## src/rtl/peak_record_reader.sv

```systemverilog
// peak_record_reader: bus master for the FFT accelerator's byte window. It checks the
// signature once after reset, then polls and reassembles peak records, emitting only new ones.
`default_nettype none

module peak_record_reader #(
  parameter int POLL_GAP  = 64,
  parameter int CHECK_SIG = 1
) (
  input  logic           clk,
  input  logic           reset,
  input  logic           enable,
  output logic [7:0]     address,
  output logic           chipselect,
  output logic           write,
  output logic [7:0]     writedata,
  input  logic [7:0]     readdata,
  output logic           rec_valid,
  input  logic           rec_ready,
  output logic [31:0]    rec_counter,
  output logic [47:0]    rec_freq,
  output logic [143:0]   rec_ampl,
  output logic           sig_ok,
  output logic           sig_err
);

  localparam int               GAP_W        = (POLL_GAP > 1) ? $clog2(POLL_GAP) : 1;
  localparam logic [GAP_W-1:0] GAP_LAST     = GAP_W'(POLL_GAP - 1);
  localparam logic [63:0]      SIG_EXPECTED = 64'h2A35_5447_0719_3060;
  localparam logic [5:0]       LAST_REC_IDX = 6'd32;
  localparam logic [7:0]       PARK_ADDR    = 8'hFF;

  typedef enum logic [3:0] {
    ST_SIG_WAIT  = 4'd0,
    ST_SIG_READ  = 4'd1,
    ST_SIG_LAST  = 4'd2,
    ST_SIG_CHECK = 4'd3,
    ST_ERROR     = 4'd4,
    ST_PARK      = 4'd5,
    ST_PRIME     = 4'd6,
    ST_READ      = 4'd7,
    ST_LAST      = 4'd8,
    ST_COMPARE   = 4'd9
  } state_t;

  state_t             state_q, state_d;
  logic [5:0]         idx_q, idx_d;
  logic [GAP_W-1:0]   gap_q, gap_d;
  logic [63:0]        sig_q, sig_d;
  logic [31:0]        cnt_q, cnt_d;
  logic [47:0]        freq_q, freq_d;
  logic [143:0]       ampl_q, ampl_d;
  logic [31:0]        last_cnt_q, last_cnt_d;
  logic               have_last_q, have_last_d;
  logic               rec_valid_q, rec_valid_d;
  logic [31:0]        rec_counter_q, rec_counter_d;
  logic [47:0]        rec_freq_q, rec_freq_d;
  logic [143:0]       rec_ampl_q, rec_ampl_d;
  logic               sig_ok_q, sig_ok_d;
  logic               sig_err_q, sig_err_d;

  logic [7:0]         bus_addr;
  logic               sig_cap;
  logic               rec_cap;
  logic [5:0]         cap_idx;

  always_comb begin
    state_d       = state_q;
    idx_d         = idx_q;
    gap_d         = gap_q;
    sig_d         = sig_q;
    cnt_d         = cnt_q;
    freq_d        = freq_q;
    ampl_d        = ampl_q;
    last_cnt_d    = last_cnt_q;
    have_last_d   = have_last_q;
    rec_valid_d   = rec_valid_q;
    rec_counter_d = rec_counter_q;
    rec_freq_d    = rec_freq_q;
    rec_ampl_d    = rec_ampl_q;
    sig_ok_d      = sig_ok_q;
    sig_err_d     = sig_err_q;
    bus_addr      = PARK_ADDR;
    sig_cap       = 1'b0;
    rec_cap       = 1'b0;
    cap_idx       = 6'd0;

    if (rec_valid_q && rec_ready) begin
      rec_valid_d = 1'b0;
    end

    case (state_q)
      ST_SIG_WAIT: begin
        idx_d   = 6'd0;
        state_d = ST_SIG_READ;
      end
      ST_SIG_READ: begin
        bus_addr = {5'b11111, idx_q[2:0]};
        sig_cap  = (idx_q != 6'd0);
        cap_idx  = idx_q - 6'd1;
        if (idx_q[2:0] == 3'd7) begin
          state_d = ST_SIG_LAST;
        end else begin
          idx_d = idx_q + 6'd1;
        end
      end
      ST_SIG_LAST: begin
        sig_cap = 1'b1;
        cap_idx = 6'd7;
        state_d = ST_SIG_CHECK;
      end
      ST_SIG_CHECK: begin
        if (sig_q == SIG_EXPECTED) begin
          sig_ok_d = 1'b1;
          state_d  = ST_PARK;
        end else begin
          sig_err_d = 1'b1;
          state_d   = ST_ERROR;
        end
      end
      ST_ERROR: begin
        state_d = ST_ERROR;
      end
      ST_PARK: begin
        // A pending record blocks the next poll so it can never be overwritten.
        if (gap_q != GAP_LAST) begin
          gap_d = gap_q + GAP_W'(1);
        end else if (enable && !rec_valid_q) begin
          state_d = ST_PRIME;
        end
      end
      ST_PRIME: begin
        // Byte 0 is presented twice; the first read predates the slave freeze.
        bus_addr = 8'h00;
        idx_d    = 6'd0;
        state_d  = ST_READ;
      end
      ST_READ: begin
        bus_addr = {2'b00, idx_q};
        rec_cap  = (idx_q != 6'd0);
        cap_idx  = idx_q - 6'd1;
        if (idx_q == LAST_REC_IDX) begin
          state_d = ST_LAST;
        end else begin
          idx_d = idx_q + 6'd1;
        end
      end
      ST_LAST: begin
        rec_cap = 1'b1;
        cap_idx = LAST_REC_IDX;
        state_d = ST_COMPARE;
      end
      ST_COMPARE: begin
        if (!have_last_q || (cnt_q != last_cnt_q)) begin
          rec_counter_d = cnt_q;
          rec_freq_d    = freq_q;
          rec_ampl_d    = ampl_q;
          rec_valid_d   = 1'b1;
          last_cnt_d    = cnt_q;
          have_last_d   = 1'b1;
        end
        gap_d   = '0;
        state_d = ST_PARK;
      end
      default: begin
        state_d = ST_PARK;
      end
    endcase

    if (sig_cap) begin
      for (int k = 0; k < 8; k++) begin
        if (cap_idx[2:0] == 3'(k)) begin
          sig_d[63-8*k -: 8] = readdata;
        end
      end
    end

    // Bytes 13,17,21,25,29 are padding and fall through every match below.
    if (rec_cap) begin
      for (int k = 0; k < 4; k++) begin
        if (cap_idx == 6'(k)) begin
          cnt_d[31-8*k -: 8] = readdata;
        end
      end
      for (int k = 0; k < 6; k++) begin
        if (cap_idx == 6'(4 + k)) begin
          freq_d[8*k +: 8] = readdata;
        end
      end
      for (int i = 0; i < 6; i++) begin
        for (int j = 0; j < 3; j++) begin
          if (cap_idx == 6'(10 + 4*i + j)) begin
            ampl_d[24*i+23-8*j -: 8] = readdata;
          end
        end
      end
    end
  end

  always_ff @(posedge clk) begin
    if (reset) begin
      state_q       <= (CHECK_SIG != 0) ? ST_SIG_WAIT : ST_PARK;
      idx_q         <= 6'd0;
      gap_q         <= '0;
      sig_q         <= 64'd0;
      cnt_q         <= 32'd0;
      freq_q        <= 48'd0;
      ampl_q        <= 144'd0;
      last_cnt_q    <= 32'd0;
      have_last_q   <= 1'b0;
      rec_valid_q   <= 1'b0;
      rec_counter_q <= 32'd0;
      rec_freq_q    <= 48'd0;
      rec_ampl_q    <= 144'd0;
      sig_ok_q      <= (CHECK_SIG == 0);
      sig_err_q     <= 1'b0;
    end else begin
      state_q       <= state_d;
      idx_q         <= idx_d;
      gap_q         <= gap_d;
      sig_q         <= sig_d;
      cnt_q         <= cnt_d;
      freq_q        <= freq_d;
      ampl_q        <= ampl_d;
      last_cnt_q    <= last_cnt_d;
      have_last_q   <= have_last_d;
      rec_valid_q   <= rec_valid_d;
      rec_counter_q <= rec_counter_d;
      rec_freq_q    <= rec_freq_d;
      rec_ampl_q    <= rec_ampl_d;
      sig_ok_q      <= sig_ok_d;
      sig_err_q     <= sig_err_d;
    end
  end

  assign address     = bus_addr;
  assign chipselect  = (bus_addr != PARK_ADDR);
  assign write       = 1'b0;
  assign writedata   = 8'h00;
  assign rec_valid   = rec_valid_q;
  assign rec_counter = rec_counter_q;
  assign rec_freq    = rec_freq_q;
  assign rec_ampl    = rec_ampl_q;
  assign sig_ok      = sig_ok_q;
  assign sig_err     = sig_err_q;

endmodule

`default_nettype wire

```

## config.mk

```make
export PLATFORM = sky130hd
export DESIGN_NAME = peak_record_reader
export DESIGN_NICKNAME = d
export VERILOG_FILES = /design/src/rtl/peak_record_reader.sv
export SDC_FILE = /design/constraint.sdc
export NUM_CORES = 1
export LEC_CHECK = 0
export CAP_MARGIN = 25
export CORE_MARGIN = 4
export CORE_UTILIZATION = 57
export CTS_CLUSTER_DIAMETER = 80
export DETAILED_ROUTE_END_ITERATION = 16
export GPL_ROUTABILITY_DRIVEN = 0
export MAX_ROUTING_LAYER = met4
export PLACE_DENSITY_LB_ADDON = 0.12
export SETUP_SLACK_MARGIN = 0.02
export SYNTH_ARGS = -nofsm -noshare
export SYNTH_HDL_FRONTEND = slang
export SYNTH_SLANG_ARGS = --single-unit
```

## constraint.sdc

```tcl
create_clock -name clk -period 3.04 [get_ports clk]
set_input_delay 0.608 -clock clk [delete_from_list [all_inputs] [get_ports clk]]
set_output_delay 0.608 -clock clk [all_outputs]
set_load 0.03 [all_outputs]
```

==> metrics.md <==
| Metric | Value |
|---|---|
| Port-buffer cells | around 250 |
| Synth Register Bits | 532 |
| Min Tclk post-route | about 2.9 ns |
| Clock share of power | a little under half |
| Least-Margin Pin Slew | around 1.3 ns |
| Clk pin slew, worst setup/hold paths | around 0.060 ns |
| Routed vias | approximately 23000 |
| # rows | between 70 and 80 |
| Maxcap violations | 0 |
| Post-synth ARST share | 0% |
| Worst-path maximum fanout | 8 |
| Routed Wire Length | 78400 um |
| Post-Syn Instances | around 2800 |
| Prevailing post-synth register cell | dfxtp_1 |
| Antenna cells | 0 |
| Crit path launch | idx_q[0]$_SDFFE_PP0P_ |
| Proportion of power drawn by combinational gates | around 6.1% |
| Layout Skew | roughly 0.014 ns |
| DRT antenna net count | 0 |
| Initial antenna violation count | 0 |
| Die height | ~220 um |
| Vias in the first global route | 22300 |
| Pwr Total | 14.9 mW |
| Non-filler cells, final | roughly 3500 |
| Hpwl dp | about 46000 um |
| Global-route wire length before repair | 123000 um |
| Final count of negative-setup-slack endpoints | 0 |
| Area leader, netlist | dfxtp_1 |
| Area taken by flip-flops and latches | around 11000 um2 |
| Worst r2r dst | cnt_q[6]$_SDFFE_PP0P_ |
| WP data arrival | roughly 3.4 ns |
| Dpl cell area | around 28000 um2 |
| H-tree levels | 2 |
| Grt ovf | 0 |
| Initial Utilization | 58.2% |
| Commonest non-fill, non-tap cell in the layout | dfxtp_1 |
| Fmax | between 0.3 and 0.4 GHz |
| Seq pwr share | between 40% and 50% |
| Root buf cell | clkbuf_16 |
| Leakage power total | between 9 and 10 nW |
| WL per Instance | between 20 and 25 um |
| Area of the multi-input gates | about 13000 um2 |
| Clock Latency Late Sink | roughly 0.6 ns |
| Final instance area | ~30000 um2 |
| TritonCTS sink count | 532 |
| Worst R2R Path Depth | 9 |
| Pint | 11.3 mW |
| Largest net degree at the start of global routing | 225 |
| Post-synthesis sequential area ratio | roughly 42% |
| Area growth syn-to-layout | 19.3% |
| Net Sw Power | ~3.5 mW |
| Die Wd | 218 um |
| Syn. warnings | 0 |
| Worst Setup EP | cnt_q[6]$_SDFFE_PP0P_ |
| # DRC | 0 |
| Top Ports | approximately 260 |
| Worst reg2reg setup slack | around 0.17 ns |
| Syn avg cell area | around 8.9 um2 |
| Core area | 43400 um2 |
| Synth top area cells | dfxtp_1 42%, mux2i_1 10%, o311ai_0 7.8% |
| CTS tree | built |
| Clock buffer depth | 3 |
| Kind of critical path | flip-flop to flip-flop |
| Status | completed |
| Initial DRC Count | between 2000 and 3000 |
| Post-synth EDFFs | 0 |
| CTS hold repair buffers | 0 |
| Post-synth cell types | 69 |
| Share of the synthesized area in the top cell type | 42.2% |
| Hold Crit Class | flip-flop to flip-flop |
| Sw Share | 23.8% |
| PD cells | 495 nW/um2 |
| R2r startpoint | idx_q[0]$_SDFFE_PP0P_ |
| Fill count | 3433 |
| Final #Nets | about 2900 |
| Startpoint types | flip-flop |
| Required time of the critical path | ~3.6 ns |
| Final worst path period share | 94.5% |
| Slew margin rel. | between 10% and 20% |
| Share of cells above drive strength 1 | roughly 8% |
| VDD IR max | 0.378 mV |
| Via density | roughly 6.6 |
| Most frequent cells in the layout | 528 x dfxtp_1, 278 x nor2_1, 259 x mux2i_1, 243 x nand2_1 |
| Mapped cell area | approximately 25000 um2 |
| Detailed Routing Iterations Pass 1 | 6 |
| Crit. End Element | flip-flop |
| Placed insts | 3421 |
| TNS Setup | 0 ns |
| CTS Buf Count | 55 |
| Die Footprint | 47700 um2 |
| Hold Violations, Final | 0 |
| Tot GR Track Use | around a third |
| Slew Limit Fails | 0 |
| Hold Crit Start | sig_err$_SDFFE_PP0P_ |
| RSZ-0062 raised after global routing | false |
==> worst max-delay path, stage by stage (launching register included) <==
cell	delay (ns)
dfxtp_1	0.50
inv_1	0.11
ha_1	0.23
xor2_1	0.18
a31oi_2	0.40
buf_4	0.23
o221ai_4	0.10
buf_4	0.23
nor3_4	0.54
mux2i_1	0.26
==> how the worst min path moves through the flow <==
stage,endpoint,cells after the start
after CTS,sig_q[38]$_SDFFE_PP0P_,2
after floorplan,have_last_q$_SDFFE_PP0P_,2
after detailed placement,sig_q[38]$_SDFFE_PP0P_,2
final,sig_err$_SDFFE_PP0P_,2
after global placement,sig_q[57]$_SDFFE_PP0P_,2
after global routing,sig_err$_SDFFE_PP0P_,2
==> cell families (layout without fill, tap and decap cells) <==
family | count (synthesis) | in the layout | synth area share (%)
AND/OR/NAND/NOR | 1111 | 1111 | 23.0
AO/OA/AOI/OAI | 540 | 540 | 17.4
flip-flops | 532 | 532 | 42.2
buffers and inverters | 327 | 440 | 5.24
multiplexers | 259 | 259 | 10.3
XOR/XNOR | 44 | 44 | 1.56
adder cells (fa/ha/maj) | 6 | 6 | 0.288
other | 1 | 9 | 0.0149
==> layer usage <==
metal | up-vias | GRT usage, % | wire, um
met2 | 1011 | 50.8 | 37000
met1 | 11400 | 42.3 | 33300
met5 | - | - | 0
met3 | 168 | 4.94 | 5680
met4 | 0 | 11.4 | 2390
li1 | 10600 | - | -
==> Yosys cell counts, types with 10 or more instances <==
cell type	number
mux2i_1	259
buf_4	13
nor2b_1	229
buf_2	11
nand4_1	239
a21oi_1	13
dfxtp_1	532
nor4b_1	10
clkbuf_1	270
nor2_1	278
o311ai_0	224
a22oi_1	224
nand2_1	251
o21ai_0	38
xnor2_1	36
buf_1	20
nand3_1	41
==> per-stage QoR <==
stage          util, %  hold WS [ns]  setup slack (ns)
2_1_floorplan        -         0.433             0.251
3_3_place_gp      65.0         0.445             0.281
3_5_place_dp      65.0         0.465             0.149
4_1_cts           69.2         0.480            0.0205
5_1_grt           69.4         0.495            0.0218
6_report          69.4         0.473             0.167
==> cell type report <==
| type | instances | area share (%) |
|---|---|---|
| Clock buffer | 81 | 5.46 |
| Clock inverter | 19 | 0.678 |
| Inverter | 9 | 0.146 |
| Multi-Input combinational cell | 1969 | 44.4 |
| Sequential cell | 532 | 35.4 |
| Tap cell | 585 | 2.43 |
| Timing Repair Buffer | 331 | 11.5 |
==> state kept, by name (all words and copies together) (netlist names) <==
signal,flops
ampl_q,144
rec_ampl,144
sig_q,64
freq_q,48
rec_freq,48
cnt_q,32
rec_counter,32
gap_q,6
idx_q,6
state_q,4
have_last_q,1
rec_valid,1
sig_err,1
sig_ok,1
==> power groups by stage <==
stage               clock, mW  combinational [mW]  sequential (mW)
floorplan                   0               0.621             7.18
global placement            0               0.877             7.21
detailed placement          0               0.892             7.21
CTS                      6.94               0.891             7.06
global route             7.24               0.960             7.06
finish                   6.92               0.911             7.06
==> what timing repair did <==
| action | in CTS | in global routing |
|---|---|---|
| setup endpoints to repair | 7 | 17 |
| setup buffers | 0 | 2 |
| gates resized for setup | 9 | 3 |
| pin swaps | 0 | 3 |
Note: power is estimated with default switching activity, not from simulation.
